$ cat config.mk
export PLATFORM = sky130hd
export DESIGN_NAME = mem_port_arbiter
export DESIGN_NICKNAME = d
export VERILOG_FILES = /design/src/rtl/mem_port_arbiter.sv
export SDC_FILE = /design/constraint.sdc
export NUM_CORES = 1
export LEC_CHECK = 0
export ABC_AREA = 1
export CAP_MARGIN = 20
export CORE_AREA = 2 2 107 109
export DETAILED_ROUTE_END_ITERATION = 10
export DIE_AREA = 0 0 109 111
export MAX_ROUTING_LAYER = met4
export PLACE_DENSITY = 0.79
export SETUP_SLACK_MARGIN = 0.3
export SYNTH_ARGS = -nofsm -noshare
export SYNTH_HDL_FRONTEND = slang
export SYNTH_SLANG_ARGS = --single-unit
$ cat constraint.sdc
create_clock -name clk -period 1.76 [get_ports clk]
set_clock_uncertainty 0.15 [all_clocks]
set_input_delay 0.352 -clock clk [delete_from_list [all_inputs] [get_ports clk]]
set_output_delay 0.352 -clock clk [all_outputs]
set_load 0.05 [all_outputs]
$ cat src/rtl/mem_port_arbiter.sv
// Shares one external memory port between I-cache refills and D-cache refills/writebacks.
// D-cache has priority; a starve counter forces an I-cache win after STARVE_LIMIT consecutive losses.
module mem_port_arbiter #(
  parameter int ADDR_WIDTH   = 32,
  parameter int DATA_WIDTH   = 32,
  parameter int BURST_LEN    = 4,
  parameter int STARVE_LIMIT = 8
) (
  input  logic                  clk,
  input  logic                  rst,
  input  logic                  ic_req,
  input  logic [ADDR_WIDTH-1:0] ic_addr,
  output logic                  ic_gnt,
  output logic                  ic_rvalid,
  output logic [DATA_WIDTH-1:0] ic_rdata,
  output logic                  ic_done,
  input  logic                  dc_req,
  input  logic                  dc_we,
  input  logic [ADDR_WIDTH-1:0] dc_addr,
  input  logic [DATA_WIDTH-1:0] dc_wdata,
  output logic                  dc_gnt,
  output logic                  dc_rvalid,
  output logic [DATA_WIDTH-1:0] dc_rdata,
  output logic                  dc_done,
  output logic                  dc_wready,
  output logic                  mem_req,
  output logic                  mem_we,
  output logic [ADDR_WIDTH-1:0] mem_addr,
  input  logic                  mem_ack,
  input  logic                  mem_rvalid,
  input  logic [DATA_WIDTH-1:0] mem_rdata,
  output logic                  mem_wvalid,
  output logic [DATA_WIDTH-1:0] mem_wdata,
  input  logic                  mem_wready
);

  localparam int CNT_W = $clog2(BURST_LEN);
  localparam int STV_W = $clog2(STARVE_LIMIT + 1);
  localparam int OFF_W = $clog2(BURST_LEN * DATA_WIDTH / 8);
  localparam logic [ADDR_WIDTH-1:0] LINE_MASK =
    ~((ADDR_WIDTH'(1) << OFF_W) - ADDR_WIDTH'(1));
  localparam logic [CNT_W-1:0] LAST_BEAT = CNT_W'(BURST_LEN - 1);
  localparam logic [STV_W-1:0] STV_MAX   = STV_W'(STARVE_LIMIT);
  localparam logic OWN_IC = 1'b0;
  localparam logic OWN_DC = 1'b1;

  typedef enum logic [1:0] {
    S_IDLE = 2'd0,
    S_CMD  = 2'd1,
    S_DATA = 2'd2,
    S_DONE = 2'd3
  } state_t;

  state_t                state_q, state_d;
  logic                  owner_q, owner_d;
  logic                  we_q, we_d;
  logic [ADDR_WIDTH-1:0] addr_q, addr_d;
  logic [CNT_W-1:0]      cnt_q, cnt_d;
  logic [STV_W-1:0]      starve_q, starve_d;

  logic ic_win_s, dc_win_s, beat_ok_s, rd_fwd_s, wr_act_s, starved_s;

  function automatic logic [ADDR_WIDTH-1:0] line_align(input logic [ADDR_WIDTH-1:0] a);
    line_align = a & LINE_MASK;
  endfunction

  assign starved_s = (starve_q == STV_MAX);
  assign ic_win_s  = (state_q == S_IDLE) && ic_req && (!dc_req || starved_s);
  assign dc_win_s  = (state_q == S_IDLE) && dc_req && !(ic_req && starved_s);
  assign rd_fwd_s  = (state_q == S_DATA) && !we_q;
  assign wr_act_s  = (state_q == S_DATA) && we_q;
  // A beat counts only on the handshake that matches the burst direction.
  assign beat_ok_s = we_q ? (wr_act_s && mem_wready) : (rd_fwd_s && mem_rvalid);

  // Next-state, ownership latch, beat and starvation counters.
  always_comb begin
    state_d  = state_q;
    owner_d  = owner_q;
    we_d     = we_q;
    addr_d   = addr_q;
    cnt_d    = cnt_q;
    starve_d = starve_q;
    case (state_q)
      S_IDLE: begin
        if (ic_win_s) begin
          owner_d  = OWN_IC;
          we_d     = 1'b0;
          addr_d   = line_align(ic_addr);
          starve_d = '0;
          state_d  = S_CMD;
        end else if (dc_win_s) begin
          owner_d  = OWN_DC;
          we_d     = dc_we;
          addr_d   = line_align(dc_addr);
          starve_d = (ic_req && !starved_s) ? starve_q + STV_W'(1) : starve_q;
          state_d  = S_CMD;
        end else begin
          state_d  = S_IDLE;
        end
      end
      S_CMD: begin
        if (mem_ack) begin
          cnt_d   = '0;
          state_d = S_DATA;
        end else begin
          state_d = S_CMD;
        end
      end
      S_DATA: begin
        if (beat_ok_s) begin
          if (cnt_q == LAST_BEAT) begin
            cnt_d   = '0;
            state_d = S_DONE;
          end else begin
            cnt_d   = cnt_q + CNT_W'(1);
          end
        end else begin
          cnt_d = cnt_q;
        end
      end
      S_DONE:  state_d = S_IDLE;
      default: state_d = S_IDLE;
    endcase
  end

  // State and datapath registers.
  always_ff @(posedge clk) begin
    if (rst) begin
      state_q  <= S_IDLE;
      owner_q  <= OWN_IC;
      we_q     <= 1'b0;
      addr_q   <= '0;
      cnt_q    <= '0;
      starve_q <= '0;
    end else begin
      state_q  <= state_d;
      owner_q  <= owner_d;
      we_q     <= we_d;
      addr_q   <= addr_d;
      cnt_q    <= cnt_d;
      starve_q <= starve_d;
    end
  end

  assign ic_gnt     = ic_win_s;
  assign dc_gnt     = dc_win_s;
  assign ic_rvalid  = rd_fwd_s && (owner_q == OWN_IC) && mem_rvalid;
  assign dc_rvalid  = rd_fwd_s && (owner_q == OWN_DC) && mem_rvalid;
  assign ic_rdata   = (rd_fwd_s && (owner_q == OWN_IC)) ? mem_rdata : '0;
  assign dc_rdata   = (rd_fwd_s && (owner_q == OWN_DC)) ? mem_rdata : '0;
  assign ic_done    = (state_q == S_DONE) && (owner_q == OWN_IC);
  assign dc_done    = (state_q == S_DONE) && (owner_q == OWN_DC);
  assign mem_req    = (state_q == S_CMD);
  assign mem_we     = (state_q == S_CMD) && we_q;
  assign mem_addr   = (state_q == S_CMD) ? addr_q : '0;
  assign mem_wvalid = wr_act_s;
  assign mem_wdata  = wr_act_s ? dc_wdata : '0;
  assign dc_wready  = wr_act_s && mem_wready;

endmodule

Yosys cells after proc, flatten, opt, wreduce, memory -nomap -nowiden
Cells that the tools add are included.

storage, ports and cells
  output and inout bits = 138
  input bits = 136
  latch bits = 0
  logic and storage cells = 71
  flip-flop bits (word level) = 42
  memories kept = 0
  RAM bits = 0
  ROM bits = 0

operators by class
  $add $sub $neg = 2
  div/mod/pow operators = 0
  order comparisons = 0
  multiply operators = 0
  mux-type cells = 24
  equality and inequality tests = 8
  reductions and logical operators = 30
  shifts and indexed selects = 0
  bitwise logic cells = 1

operator list
  cell                 count
  $mux 32              6
  $logic_and 1x1->1    17
  $mux 2               6
  $mux 4               3
  $pmux 2 s4           1
  $mux 1               7
  $eq 2x2->1 const B   3
  $reduce_and 3->1     2
  $reduce_bool 2->1    3
  $add 4x1->4 const B  1
  $eq 4x4->1 const B   1
  $logic_not 1->1      4
  $ne 2x1->1 const B   2
  $pmux 2 s2           1
  $reduce_and 2->1     2
  $add 2x1->2 const B  1
  $eq 2x1->1 const B   1
  $logic_not 2->1      1
  $ne 2x2->1 const B   1
  $logic_or 1x1->1     1
  $not 1->1            1

Logic depth before layout (Yosys ltp)
Gate-level depths: netlist of run 1.

  word-level depth = 7
  gate-level depth with buffers = 11
  gate-level depth less buffers = 9

Worst setup path after synthesis of run 1
No wires, ideal clock.

  path type = register to output
  start point = reg with a tool-made name
  end point = out dc_rdata[21]
  slack = -443 ps
  cell stages (with the launch flop) = 6
  path buffers = 1
  arrival time = 1701 ps
  cells stage by stage = dfxtp_1 > inv_2 > nor2_1 > nand3_1 > clkbuf_1 > nor2_1

RTL lines
  what              RTL line  RTL
  end: declaration  23        output logic [DATA_WIDTH-1:0] dc_rdata,

==> flow_metrics.py, run 1 <==
metrics = {
    "critical_path": {
        "timing.critical_path.to": "ic_rdata[21]",
        "worst-endpoint-required_ns": 1.26,
        "cp-end-kind": "output port",
        "worstReg2RegEnd": "addr_q[10]$_SDFFE_PP0P_",
        "worst-path-max-fanout": 14,
        "data_arrival_time_of_the_critical_path_ns": 1.58,
        "worst_setup_path_start_kind": "flip-flop",
        "critical_path_slowest_stage_cell": "sky130_fd_sc_hd__dfxtp_4",
        "ordered_list_of_cells_on_the_worst_path": "inv_4 -> nor2_4 -> nand3_4 -> buf_12 -> nor2_4 -> buf_12",
        "reg_to_reg_slack_setup_ns": -0.21,
        "crit_path_max_incr_delay_ns": 0.37,
        "timing_worst_setup_path_type": "flip-flop to output port",
        "worstRegToRegCells": 14,
    },
    "cells_and_area": {
        "layout.filler_cells": 469,
        "share_of_final_layout_standard_cells_stronger_than_drive_strength_1": 0.4653,
        "n_antenna_cell": 0,
        "flow.area_growth_from_synthesis_pct": 219.2,
        "final_nets": 1017,
        "final_core_utilization": 0.8486,
        "final_cell_area_mm2": 0.009400,
    },
    "detailed_routing": {
        "detail_route.wl_per_cell_um": 20.64,
        "detail-route-antenna-nets": 0,
        "postRouteWirelength_um": 21090,
        "dr_pass1_iterations": 5,
        "drc_errors": 0,
        "routed-via-count": 4998,
        "drt_iter0_markers": 417,
        "ratio_of_routed_vias_to_standard_cells": 4.890,
    },
    "placement": {
        "placed_cell_area_mm2": 0.008315,
        "gpl.final_weighted_congestion": 0.8340,
        "io_buffer_count": 261,
        "detailed_place_hpwl_um": 12230,
    },
    "yosys": {
        "synth-compound-area-share": 0.07094,
        "synth.lib_cells_used.distinct": 22,
        "syn_inst": 567,
        "syn-cell-area_mm2": 0.002945,
        "share_of_cell_area_taken_by_muxes_after_synthesis": 0,
        "ys_warn_count": 0,
        "synth-seq-cells": 38,
        "synth_top_family_by_area": "simple AND/OR/NAND/NOR gates",
        "mean_syn_cell_area_um2": 5.195,
        "synth_xor_area_frac": 0,
        "synthSimpleGateAreaFrac": 0.4180,
        "synth_fa_ha_area_frac": 0.01274,
        "synth_sequential_area_ratio": 0.2583,
    },
    "global_routing": {
        "wire_length_of_the_first_global_routing_pass_um": 27460,
        "global_route.usage.total": 0.3035,
        "grt_max_degree": 32,
        "grt_overflow_total": 0,
        "grt_pass1_vias": 5008,
        "grt_antenna_before_repair": 0,
    },
    "timing": {
        "maxClockFrequency_ghz": 0.4795,
        "setup_ws_ns": -0.3253,
        "finalCritPeriodShare": 1.185,
        "unrepaired_setup_endpoints_after_global_routing": "yes",
        "final-max-slew-violation-count": 0,
        "min_period_ns": 2.085,
        "timing.final.setup_violations": 163,
        "report.final.hold_viol_count": 0,
        "finalSetupTns_ns": -36.09,
    },
    "power": {
        "power.total_w": 0.005284,
        "clkPwrFrac": 0.173,
        "sequentialPowerShare": 0.207,
        "switching_power_summed_over_all_nets_w": 0.002199,
        "power_leakage_nw": 3.951,
        "share_comb_of_total_power": 0.620,
        "p_int_w": 0.003085,
        "netSwitchingFraction": 0.4162,
        "max-vdd-ir-drop_v": 0.0004694,
        "pwr_density_cell_mw_per_mm2": 562.1,
    },
    "clocking": {
        "clock-sinks": 38,
        "maximum_buffer_depth_of_the_clock_tree": 2,
        "clock_latency_ns": 0.28,
        "tritoncts": "yes",
        "cts.reportedPaths.clkPinSlew_ns": 0.06,
        "cts.root.buffer_cell": "sky130_fd_sc_hd__clkbuf_16",
        "cts_htree_levels": 2,
        "numCtsBuffers": 5,
    },
    "floorplanning": {
        "rows": 39,
        "design.die.area_mm2": 0.01210,
        "chipHeight_um": 111,
        "floorplan.initialDensity": 0.2659,
        "core-area_mm2": 0.01108,
        "design.portCount": 274,
        "die_x_um": 109,
    },
    "min_path": {
        "hold_path.startpoint": "cnt_q[1]$_SDFFE_PP0P_",
        "min-delay-path-class": "flip-flop to flip-flop",
    },
    "run_status": {
        "failing_checks": "setup timing",
        "result_of_the_run": "finished, violations left",
    },
    "flow_run": {
        "max_cap_violations": 0,
    },
}
[power groups by stage]
stage / registers (W) / clock network [W] / logic (W)
after CTS: 0.00108 / 0.000920 / 0.00294
after global routing: 0.00110 / 0.000947 / 0.00340
final: 0.00109 / 0.000916 / 0.00328
after global placement: 0.00108 / 0 / 0.00253
after detailed placement: 0.00109 / 0 / 0.00259
after floorplan: 0.00107 / 0 / 0.00149
[registers in the layout (all words and copies together), names as in the netlist, named ones only]
| register | count |
|---|---|
| owner_q | 1 |
| cnt_q | 2 |
| we_q | 1 |
| starve_q | 4 |
| state_q | 1 |
| addr_q | 28 |
[layer usage]
metal / share of wire / up-vias / track usage
met5: 0 / - / -
met3: 0.080 / 110 / 0.07584
met2: 0.53 / 327 / 0.5507
met4: 0.074 / 0 / 0.1479
li1: - / 2248 / -
met1: 0.32 / 2313 / 0.2935
[cell usage in the layout, fill, tap and decap left out, drive strengths merged, types with 4 or more instances in the layout]
cell | synthesis | final
nor2 | 219 | 219
buf | 20 | 202
inv | 141 | 138
clkdlybuf4s50 | 0 | 124
nand2 | 46 | 46
nand3 | 40 | 40
dfxtp | 38 | 38
o21ai | 35 | 35
clkbuf | 14 | 11
a21oi | 6 | 6
conb | 1 | 4
[cell usage after synthesis]
cell type	instances	share of area
sky130_fd_sc_hd__nand3_2	1	0.0034
sky130_fd_sc_hd__o21ai_1	2	0.0034
sky130_fd_sc_hd__o21ai_0	32	0.054
sky130_fd_sc_hd__ha_1	3	0.013
sky130_fd_sc_hd__nand4_1	1	0.0021
sky130_fd_sc_hd__inv_1	137	0.17
sky130_fd_sc_hd__dfxtp_1	38	0.26
sky130_fd_sc_hd__conb_1	1	0.0013
sky130_fd_sc_hd__inv_2	4	0.0051
sky130_fd_sc_hd__buf_6	2	0.0076
sky130_fd_sc_hd__a21oi_1	6	0.010
sky130_fd_sc_hd__nand3_1	39	0.066
sky130_fd_sc_hd__buf_2	13	0.022
sky130_fd_sc_hd__o21ai_2	1	0.0030
sky130_fd_sc_hd__nor2_1	219	0.28
sky130_fd_sc_hd__nand2_1	45	0.057
sky130_fd_sc_hd__nand2_4	1	0.0038
sky130_fd_sc_hd__buf_1	1	0.0013
sky130_fd_sc_hd__clkbuf_1	14	0.018
sky130_fd_sc_hd__nor3_1	2	0.0034
sky130_fd_sc_hd__nor3b_1	1	0.0025
sky130_fd_sc_hd__buf_4	4	0.010
[critical path, delay by kind of cell, from the launching register on]
family        cells  cell delay [ns]
simple gates      3             0.51
buf+inv           3             0.41
flops             1             0.37
[metrics by stage]
step / std cells / worst slack, ns / hold slack [ns]
after floorplan: 570 / 0.01769 / 0.2637
after global placement: 973 / -0.2370 / 0.3014
after detailed placement: 973 / -0.2568 / 0.3093
after CTS: 1012 / -0.2506 / 0.3172
after global routing: 1022 / -0.3534 / 0.3621
final: 1022 / -0.3253 / 0.3419
[worst min path at each step]
stage / end / depth (start not counted) / slack, ns
finish: cnt_q[1]$_SDFFE_PP0P_ / 2 / 0.34
global route: cnt_q[1]$_SDFFE_PP0P_ / 2 / 0.36
CTS: cnt_q[1]$_SDFFE_PP0P_ / 2 / 0.32
detailed placement: cnt_q[1]$_SDFFE_PP0P_ / 2 / 0.31
global placement: cnt_q[1]$_SDFFE_PP0P_ / 2 / 0.30
floorplan: starve_q[1]$_SDFFE_PP0P_ / 1 / 0.26
[kinds of logic (layout without fill, tap and decap cells)]
family,count (synthesis),after routing
flip-flops,38,38
adder cells (fa/ha/maj),3,3
AO/OA/AOI/OAI,41,41
AND/OR/NAND/NOR,309,309
buffers and inverters,175,484
other,1,4
[cell type report]
cell class                 instances  area, µm²  area share
clock buffer                       7      142.6     0.01517
tap                              143      178.9     0.01903
timing repair buffer             335       5044      0.5365
inverter                         141      558.0     0.05936
sequential                        38      772.0     0.08212
clock inverter                     1      5.005   0.0005324
multi-input combinational        357       2700      0.2872
[what timing repair did]
| item | 4_1_cts | 5_1_grt |
|---|---|---|
| gates cloned | 8 | 5 |
| hold buffers | 0 | 0 |
| endpoints found under the setup margin | 171 | 172 |
| pin swaps | 12 | 11 |
| resized for setup | 67 | 61 |
| setup buffers | 23 | 5 |
(Power assumes the default switching activity.)
==> inputs of run 2 (changes only) <==
Settings changed: CORE_AREA 2 2 107 109 to 2 2 105 107, DIE_AREA 0 0 109 111 to 0 0 107 109, DONT_BUFFER_PORTS set to 1, PLACE_DENSITY 0.79 to 0.47.
==> flow_metrics.py, run 2 (synthesized netlist as in run 1, its figures left out) <==
metrics = {
    "clocking": {
        "clock_latency_ns": 0.28,
        "tritoncts": "yes",
        "cts_htree_levels": 2,
        "numCtsBuffers": 5,
        "clock-sinks": 38,
        "cts.root.buffer_cell": "sky130_fd_sc_hd__clkbuf_8",
        "maximum_buffer_depth_of_the_clock_tree": 2,
        "cts.reportedPaths.clkPinSlew_ns": 0.07,
    },
    "timing": {
        "report.final.hold_viol_count": 0,
        "min_period_ns": 2.005,
        "final-max-slew-violation-count": 0,
        "finalSetupTns_ns": -24.21,
        "timing.final.setup_violations": 144,
        "holdWs_ns": 0.06894,
        "maxClockFrequency_ghz": 0.4989,
        "setup_ws_ns": -0.2446,
        "unrepaired_setup_endpoints_after_global_routing": "yes",
        "finalCritPeriodShare": 1.139,
    },
    "detailed_routing": {
        "ratio_of_routed_vias_to_standard_cells": 4.431,
        "postRouteWirelength_um": 12310,
        "drt_iter0_markers": 109,
        "drc_errors": 0,
        "detail-route-antenna-nets": 0,
        "detail_route.wl_per_cell_um": 14.48,
        "dr_pass1_iterations": 4,
        "routed-via-count": 3766,
    },
    "floorplanning": {
        "core-area_mm2": 0.01060,
        "floorplan.initialDensity": 0.2778,
        "design.die.area_mm2": 0.01166,
        "die_x_um": 107,
        "chipHeight_um": 109,
        "rows": 38,
        "design.portCount": 274,
    },
    "placement": {
        "io_buffer_count": 0,
        "detailed_place_hpwl_um": 8358,
        "count_of_placed_standard_cells_including_taps": 811,
        "gpl.final_weighted_congestion": 0.7489,
    },
    "critical_path": {
        "critical_path_depth": 4,
        "data_arrival_time_of_the_critical_path_ns": 1.50,
        "worst-path-max-fanout": 6,
        "worst_path_dominant_cell_family": "simple AND/OR/NAND/NOR gates",
        "worst_setup_path_start_kind": "flip-flop",
        "worstReg2RegEnd": "addr_q[22]$_SDFFE_PP0P_",
        "cp-end-kind": "output port",
        "timing.critical_path.to": "mem_wdata[27]",
        "critical_path_slowest_stage_cell": "sky130_fd_sc_hd__dfxtp_4",
        "ordered_list_of_cells_on_the_worst_path": "buf_4 -> nand3_4 -> clkbuf_16 -> nor2_4",
        "worst-endpoint-required_ns": 1.26,
        "reg_to_reg_slack_setup_ns": -0.08,
        "worstRegToRegCells": 14,
        "crit_path_max_incr_delay_ns": 0.37,
        "timing_worst_setup_path_type": "flip-flop to output port",
        "cp_num_buf_inv": 2,
    },
    "min_path": {
        "holdPathStages": 2,
        "hold_path.startpoint": "dc_we",
        "min-delay-path-class": "input port to flip-flop",
    },
    "power": {
        "power_leakage_nw": 2.978,
        "power.total_w": 0.004342,
        "max-vdd-ir-drop_v": 0.0005787,
        "pwr_density_cell_mw_per_mm2": 636.5,
    },
    "cells_and_area": {
        "layout.cells.most_common": "sky130_fd_sc_hd__inv_1",
        "layout_top_registers": "addr_q: 28 flops, starve_q: 4 flops, cnt_q: 2 flops",
        "final_nets": 849,
        "finish.cell_count_without_fillers": 850,
        "flow.area_growth_from_synthesis_pct": 131.6,
        "share_of_final_layout_standard_cells_stronger_than_drive_strength_1": 0.5028,
        "n_antenna_cell": 0,
        "registers.top_by_ff_count": "addr_q",
        "largest_reg_flops": 28,
        "mostFrequentLayoutCells": "sky130_fd_sc_hd__inv_1, sky130_fd_sc_hd__nor2_4, sky130_fd_sc_hd__nor2_1",
    },
    "global_routing": {
        "grt_antenna_before_repair": 0,
        "wire_length_of_the_first_global_routing_pass_um": 17930,
        "grt_overflow_total": 0,
        "grt_pass1_vias": 3578,
        "global_route.usage.total": 0.1993,
        "grt_max_degree": 29,
    },
    "run_status": {
        "result_of_the_run": "finished, violations left",
        "failing_checks": "setup timing",
    },
    "flow_run": {
        "max_cap_violations": 0,
    },
}
## run 2: timing repair
| item | CTS | global route |
|---|---|---|
| hold endpoints to repair | 5 | 0 |
| gates cloned | 9 | 5 |
| hold buffers | 1 | 0 |
| setup buffers | 13 | 4 |
| gates resized for setup | 119 | 58 |
| endpoints found under the setup margin | 170 | 171 |
| pin swaps | 14 | 19 |
## run 2: area by class of cell
class	count	area, µm²
Sequential cell	38	772.0
Tap cell	140	175.2
Fill cell	884	3781
Clock buffer	7	76.32
Inverter	141	555.5
Timing Repair Buffer	167	2560
Multi-Input combinational cell	357	2683
## run 2: worst min-delay path by stage
| stage | end | slack (ns) |
|---|---|---|
| 2_1_floorplan | starve_q[1]$_SDFFE_PP0P_ | 0.26 |
| 3_3_place_gp | starve_q[1]$_SDFFE_PP0P_ | 0.27 |
| 3_5_place_dp | flip-flop | 0.27 |
| 4_1_cts | we_q$_SDFFE_PP0P_ | 0.07 |
| 5_1_grt | we_q$_SDFFE_PP0P_ | 0.07 |
| 6_report | we_q$_SDFFE_PP0P_ | 0.07 |
## run 2: per-stage QoR
step,util,worst slack [ns],cell area (µm²)
after floorplan,-,0.01769,4165
after global placement,0.5281,0.06459,5599
after detailed placement,0.5281,0.04351,5599
after CTS,0.6118,-0.2594,6486
after global routing,0.6434,-0.2965,6822
final,0.6434,-0.2446,6822
## run 2: where the power goes
| group | total, W | switching [W] | internal, W |
|---|---|---|---|
| Combinational | 0.00270 | 0.00154 | 0.00117 |
| Clock | 0.000568 | 0.000295 | 0.000273 |
| Sequential | 0.00107 | 0.0000762 | 0.000993 |
| Total | 0.00434 | 0.00191 | 0.00243 |
## run 2: layer usage
| layer | track usage | wire length (µm) | vias to the layer above |
|---|---|---|---|
| met5 | - | 0 | - |
| met4 | 0.05288 | 260 | 0 |
| met3 | 0.03527 | 656 | 15 |
| met2 | 0.3735 | 6801 | 141 |
| met1 | 0.2173 | 4591 | 1695 |
| li1 | - | - | 1915 |
